## src/rtl/modos_multicanal.sv

```systemverilog
// Multi-channel need tracker: per-channel press-and-hold qualifiers, decaying/refilling
// saturating levels with critical flags, and a held-button general reset pulse.

module modos_multicanal_hold #(
    parameter int CYC = 4
) (
    input  logic clk,
    input  logic reset,
    input  logic clear,
    input  logic btn,
    output logic pulse
);
    localparam int CW = $clog2(CYC + 1);
    localparam logic [CW-1:0] CYC_V = CW'(CYC);

    typedef enum logic [1:0] {IDLE, COUNT, FIRED} state_t;

    state_t        state_q, state_d;
    logic [CW-1:0] cnt_q, cnt_d, cnt_inc;
    logic          pulse_d;

    always_ff @(posedge clk) begin
        if (reset || clear) begin
            state_q <= IDLE;
            cnt_q   <= '0;
            pulse   <= 1'b0;
        end else begin
            state_q <= state_d;
            cnt_q   <= cnt_d;
            pulse   <= pulse_d;
        end
    end

    // IDLE restarts the run at 1 so the first high sample already counts
    always_comb begin
        state_d = state_q;
        cnt_d   = cnt_q;
        pulse_d = 1'b0;
        cnt_inc = (state_q == IDLE) ? CW'(1) : cnt_q + CW'(1);
        case (state_q)
            IDLE, COUNT: begin
                if (btn) begin
                    cnt_d = cnt_inc;
                    if (cnt_inc == CYC_V) begin
                        state_d = FIRED;
                        pulse_d = 1'b1;
                    end else begin
                        state_d = COUNT;
                    end
                end else begin
                    state_d = IDLE;
                    cnt_d   = '0;
                end
            end
            FIRED: begin
                if (!btn) begin
                    state_d = IDLE;
                    cnt_d   = '0;
                end
            end
            default: begin
                state_d = IDLE;
                cnt_d   = '0;
            end
        endcase
    end
endmodule

module modos_multicanal #(
    parameter int N_CH         = 4,
    parameter int LVL_W        = 3,
    parameter int HOLD_CYC     = 250_000_000,
    parameter int RST_HOLD_CYC = 250_000_000,
    parameter int DECAY_CYC    = 1_000_000_000
) (
    input  logic                  clk,
    input  logic                  reset,
    input  logic                  bot_reset,
    input  logic [N_CH-1:0]       bot,
    input  logic [N_CH-1:0]       activo,
    output logic [N_CH-1:0]       hold_pulse,
    output logic                  reset_general,
    output logic [N_CH*LVL_W-1:0] nivel,
    output logic [N_CH-1:0]       critico
);
    localparam logic [LVL_W-1:0] LVL_MAX  = '1;
    localparam int               PW       = (DECAY_CYC > 1) ? $clog2(DECAY_CYC) : 1;
    localparam logic [PW-1:0]    PRE_LAST = PW'(DECAY_CYC - 1);

    logic [PW-1:0]                pre_q;
    logic                         tick;
    logic [N_CH-1:0]              activo_q, inc;
    logic [N_CH-1:0][LVL_W-1:0]   lvl_q;

    modos_multicanal_hold #(.CYC(RST_HOLD_CYC)) u_rst_hold (
        .clk   (clk),
        .reset (reset),
        .clear (1'b0),
        .btn   (bot_reset),
        .pulse (reset_general)
    );

    assign tick = (pre_q == PRE_LAST);
    assign inc  = activo & ~activo_q;

    // reset_general acts as a soft reload of everything except its own qualifier
    always_ff @(posedge clk) begin
        if (reset || reset_general) begin
            pre_q    <= '0;
            activo_q <= '0;
        end else begin
            pre_q    <= tick ? '0 : pre_q + PW'(1);
            activo_q <= activo;
        end
    end

    for (genvar g = 0; g < N_CH; g++) begin : g_ch
        modos_multicanal_hold #(.CYC(HOLD_CYC)) u_hold (
            .clk   (clk),
            .reset (reset),
            .clear (reset_general),
            .btn   (bot[g]),
            .pulse (hold_pulse[g])
        );

        // refill and decay landing together cancel out
        always_ff @(posedge clk) begin
            if (reset || reset_general)
                lvl_q[g] <= LVL_MAX;
            else if (inc[g] && !tick && lvl_q[g] != LVL_MAX)
                lvl_q[g] <= lvl_q[g] + LVL_W'(1);
            else if (tick && !inc[g] && lvl_q[g] != '0)
                lvl_q[g] <= lvl_q[g] - LVL_W'(1);
        end

        assign critico[g] = (lvl_q[g] == '0);
    end

    assign nivel = lvl_q;
endmodule
```

## config.mk

```make
export PLATFORM = sky130hd
export DESIGN_NAME = modos_multicanal
export DESIGN_NICKNAME = d
export VERILOG_FILES = /design/src/rtl/modos_multicanal.sv
export SDC_FILE = /design/constraint.sdc
export NUM_CORES = 1
export LEC_CHECK = 0
export CORE_AREA = 2 2 176 195
export DETAILED_ROUTE_END_ITERATION = 12
export DIE_AREA = 0 0 178 197
export SETUP_SLACK_MARGIN = 0.02
export SLEW_MARGIN = 5
export SYNTH_ARGS = -nofsm -noshare
export SYNTH_HDL_FRONTEND = slang
export SYNTH_SLANG_ARGS = --single-unit
```

## constraint.sdc

```tcl
create_clock -name clk -period 3.9 [get_ports clk]
set_input_delay 0.78 -clock clk [delete_from_list [all_inputs] [get_ports clk]]
set_output_delay 0.78 -clock clk [all_outputs]
set_load 0.02 [all_outputs]
```

### Word level (Yosys, flattened, before mapping)

Cells that the tools add are included.

| word-level totals | value |
|---|---|
| bits in registers | 201 |
| word-level logic and storage cells | 175 |

| cells by class | value |
|---|---|
| $add $sub $neg | 14 |
| equality and inequality tests | 25 |
| muxes and demuxes | 53 |
| bitwise operators | 12 |
| reductions and logical operators | 50 |

Operators by type and width:

| operator | count |
|---|---|
| $mux W28 | 15 |
| $pmux W28 S2 | 5 |
| $add A28 B1 Y28 const B | 5 |
| $eq A28 B28 Y1 const B | 5 |
| $add A30 B1 Y30 const B | 1 |
| $eq A30 B30 Y1 const B | 1 |
| $mux W2 | 15 |
| $mux W3 | 8 |
| $pmux W2 S2 | 5 |
| $logic_and A1 B1 Y1 | 16 |
| $reduce_or A3 Y1 | 5 |
| $add A3 B1 Y3 const B | 4 |
| $logic_not A3 Y1 | 4 |
| $ne A3 B3 Y1 const B | 4 |
| $reduce_bool A3 Y1 | 4 |
| $reduce_or A2 Y1 | 6 |
| $sub A3 B1 Y3 const B | 4 |
| $eq A2 B1 Y1 const B | 5 |
| $eq A2 B2 Y1 const B | 5 |
| $logic_not A2 Y1 | 5 |
| $ne A2 B2 Y1 const B | 5 |
| $not A1 Y1 | 10 |
| $reduce_bool A2 Y1 | 4 |
| $logic_not A1 Y1 | 5 |
| other kinds (4) | 8 |

### Depth between registers and ports, before layout

| logic depth | value |
|---|---|
| word-level depth | 7 |
| mapped depth | 12 |
| depth with buffers taken out | 11 |

### Cells and area by module

Synthesis repeated with hierarchy kept, for this count alone.

| unflattened totals | value |
|---|---|
| cells, all modules | 1589 |
| area, all modules | 12917.4 µm² |

Modules (own cells, without submodules):

| module | times used | cells an instance | area each (µm²) | seq. area each (µm²) |
|---|---|---|---|---|
| modos_multicanal_hold | 5 | 266 | 2132.0 | 620.6 |
| modos_multicanal | 1 | 259 | 2257.2 | 920.9 |

### Least setup slack after synthesis

No wires, ideal clock.

| path | value |
|---|---|
| path type | register to register |
| start point | reg pre_q[0] |
| end point | reg lvl_q, in the netlist nivel[4] |
| arrival time | 2698 ps |
| required time | 3765 ps |
| path slack | 1066 ps |
| stages on the path, launching flop included | 12 |
| clock period less this slack | 2834 ps |
| cells stage by stage | dfxtp_1 ha_1 and3_1 nand4_1 nor4_1 clkbuf_1 nor2_1 nand2_1 fa_1 a211oi_1 a211o_1 o211ai_1 |

| on the way | value |
|---|---|
| longest elaborated chain between the ends | 5 |

RTL lines:

| item | RTL line | source |
|---|---|---|
| start: declaration | 90 | `logic [PW-1:0] pre_q;` |
| start signal: assignment | 112 | `pre_q <= tick ? '0 : pre_q + PW'(1);` |
| $eq A30 B30 Y1 * | 103 | `assign tick = (pre_q == PRE_LAST);` |
| $logic_not A1 Y1 | 130 | `else if (inc[g] && !tick && lvl_q[g] != LVL_MAX)` |
| $logic_and A1 B1 Y1 (2 in series) | 130 |  |
| $mux W3 / $reduce_bool A2 Y1 (equally long branches) | n/a |  |
| end signal: indexed assignment | 131 | `lvl_q[g] <= lvl_q[g] + LVL_W'(1);` |
| end signal: indexed assignment | 133 | `lvl_q[g] <= lvl_q[g] - LVL_W'(1);` |
| end: declaration | 93 | `logic [N_CH-1:0][LVL_W-1:0] lvl_q;` |

Every way passes the cells marked *; elsewhere a longest branch is shown, timed or not.
A chain may end at the register's enable or synchronous reset.

### Final worst setup path

| path | value |
|---|---|
| start point | reg g_ch[2].u_hold.cnt_q[0] |
| end point | reg g_ch[2].u_hold.pulse |

| on the way | value |
|---|---|
| longest elaborated chain between the ends | 4 |

RTL lines:

| item | RTL line | source |
|---|---|---|
| start: declaration | 19 | `logic [CW-1:0] cnt_q, cnt_d, cnt_inc;` |
| start signal: assignment | 29 | `cnt_q <= cnt_d;` |
| $add A28 B1 Y28 | 39 | `cnt_inc = (state_q == IDLE) ? CW'(1) : cnt_q + CW'(1);` |
| $mux W28 | 39 |  |
| $eq A28 B28 Y1 | 44 | `if (cnt_inc == CYC_V) begin` |
| $mux W1 | 44 |  |
| end signal: assignment | 30 | `pulse <= pulse_d;` |
| end: declaration | 11 | `output logic pulse` |

Every way passes these cells.

==> run metrics <==
number of max-cap violations 0; total grt overflow 0; Avg Vias per Cell 5.53; VDD IR-drop max 0.293 mV; Worst-path clk slew 60 ps; Netlist cell types 76; Setup Total Neg Slack 0 ps; CTS max path bufs 3; Tcrit/Tclk final 82.2%; area of the die 0.0351 mm^2; WP data arrival 3640 ps; DR WL/cell 14.8 um; Hold Path Class reg2reg; largest net degree at the start of global routing 30; cts bufs inserted 25; leakage 4.37 nW; commonest non-fill, non-tap cells in the layout 201 x dfxtp_1, 183 x o21ai_0, 180 x nand2_1; mapped cell area 0.0118 mm^2; Placement Cell Area 0.0123 mm^2; initial cell density of the core 35.6%; CP endpoint kind flip-flop; Async SR Flop Fraction 0%; Iteration-0 DRC Markers 721; clock skew 25.8 ps; crit path max-delay cell type or4bb_1; Vias 10.8k; HPWL after detailed placement 20,000 um; number of diodes 0; root buffer cell clkbuf_16; Seq cells post-synth 201; post-synthesis sequential area ratio 34.2%; Finished Layout Cells 1,961; Setup violations, final 0; Mapped Cells 1,544; Final Hold Fails 0; Post-CTS Hold Fix Bufs 0; share of cells above drive strength 1 6.15%; IO Port Bufs 31; Slew Limit Fails 0; Cell Count Post-Placement 1,917; Crit path required time 4340 ps; power per cell area 343 mW/mm^2; H-Tree Depth 1; outcome finished, final reports clean; worst-path fanout max 10; Nets 1,533; CTS tree done; initial antenna violation count 0; total clock sinks 201; Setup Buffers After CTS 0; Core Area 0.0330 mm^2; post-synthesis net count 1,565; Tot GR Track Use 16.6%; cell chain of the critical path ha_1, nand2_1, nor3_1, a41oi_1, or4bb_1, or4b_1, nor4_1; post-cts sizing count 0; number of global-route vias before repair 9,852; CP Launch Type flip-flop; crit path kind reg2reg; die height 197 um; first-pass iteration count of the detailed router 4; minimum clock period 3210 ps; slew of the pin with the lowest slew margin 946 ps; first-pass GRT wire length 49,000 um; worst skew pair latency 550 ps; Synth warnings 0; final wirelength 29,100 um; Rel. slew slack 36.9%; die width 178 um; Area Overhead vs Synth 11.5%; number of synthesized flops with an enable pin 0; commonest non-fill, non-tap cell in the layout dfxtp_1; Fill cells 3,347; worst stage delay on the critical path 550 ps; Avg Inst Size Synth 7.61 um^2; ys flop type dfxtp_1; WHS 466 ps; Top-Level Pins 32; DR DRC count 0; Final GP Congestion 0.828; fmax 312 MHz; final cell area excluding filler cells 0.0131 mm^2; unrepaired setup endpoints after global routing no; Rows 70; Antenna Nets Post-Route 0
## cells in the mapped netlist (36+ instances only)
master / number / area [um^2]
a21oi_1: 52 / 260
and3_1: 36 / 225
clkbuf_1: 79 / 297
dfxtp_1: 201 / 4020
nand2_1: 180 / 676
nand3_1: 92 / 460
nand4_1: 56 / 350
nor2_1: 147 / 552
nor3_1: 40 / 200
o21ai_0: 183 / 916
o31ai_1: 37 / 278
xnor2_1: 49 / 429
xor2_1: 58 / 508
## flip-flops by register name, indices dropped and copies added, names as in the netlist
name and flops:
activo_q 4, g_ch.u_hold.cnt_q 112, g_ch.u_hold.pulse 4, g_ch.u_hold.state_q 8
nivel 12, pre_q 30, u_rst_hold.cnt_q 28, u_rst_hold.pulse 1
u_rst_hold.state_q 2
## per-stage QoR
step                power [W]  utilization (%)  setup slack (ps)
global placement      0.00223             37.2               729
floorplan             0.00220                -              1070
CTS                   0.00459             39.7               700
finish                0.00450             39.7               694
detailed placement    0.00224             37.2               704
global route          0.00468             39.7               516
## per-layer routing
| metal | share of wire [%] | track usage, % | wire [um] | up-vias |
|---|---|---|---|---|
| li1 | - | - | - | 5548 |
| met2 | 46 | 27.2 | 13500 | 166 |
| met4 | 2.2 | 5.16 | 648 | 0 |
| met1 | 47 | 22.2 | 13700 | 5088 |
| met5 | 0 | 0 | 0 | - |
| met3 | 4.0 | 2.57 | 1170 | 37 |
## critical path: cells and delay by family (launching register included)
| kind | cells | cell delay (ps) |
|---|---|---|
| AOI/OAI and AO/OA | 1 | 280 |
| DFF | 1 | 420 |
| and+or+nand+nor | 5 | 1990 |
| adders and majority gates | 1 | 410 |
## power by group
group / switching (W) / internal [W] / total [W]
combinational: 0.0000688 / 0.0000438 / 0.000113
clock: 0.000909 / 0.00140 / 0.00231
sequential: 0.0000139 / 0.00207 / 0.00208
total: 0.000992 / 0.00351 / 0.00450
## final timing paths
kind              cells after the start                         endpoint                            startpoint  slack [ps]
setup / recovery                      7  g_ch[2].u_hold.pulse$_SDFF_PP0_  g_ch[2].u_hold.cnt_q[0]$_SDFFE_PP0P_         690
hold / removal                        1              pre_q[0]$_SDFF_PP0_                   pre_q[0]$_SDFF_PP0_         470
setup reg to reg                      7  g_ch[2].u_hold.pulse$_SDFF_PP0_  g_ch[2].u_hold.cnt_q[0]$_SDFFE_PP0P_         690
hold reg to reg                       1              pre_q[0]$_SDFF_PP0_                   pre_q[0]$_SDFF_PP0_         470
## area by class of cell
| class | count | area (um^2) | share of cell area (%) |
|---|---|---|---|
| Clock buffer | 35 | 713 | 5.44 |
| Inverter | 20 | 75.1 | 0.573 |
| Clock inverter | 9 | 98.8 | 0.754 |
| Tap cell | 432 | 541 | 4.12 |
| Sequential cell | 201 | 4020 | 30.7 |
| Timing Repair Buffer | 47 | 430 | 3.28 |
| Multi-Input combinational cell | 1217 | 7220 | 55.1 |
## kinds of logic after synthesis
logic type	share of synthesized area (%)
compound gates	19.4
buf+inv	4.45
mux	0.447
flops	34.2
simple gates	32.1
xor+xnor	7.98
fa+ha+maj	1.32
Note: power is estimated with default switching activity, not from simulation.
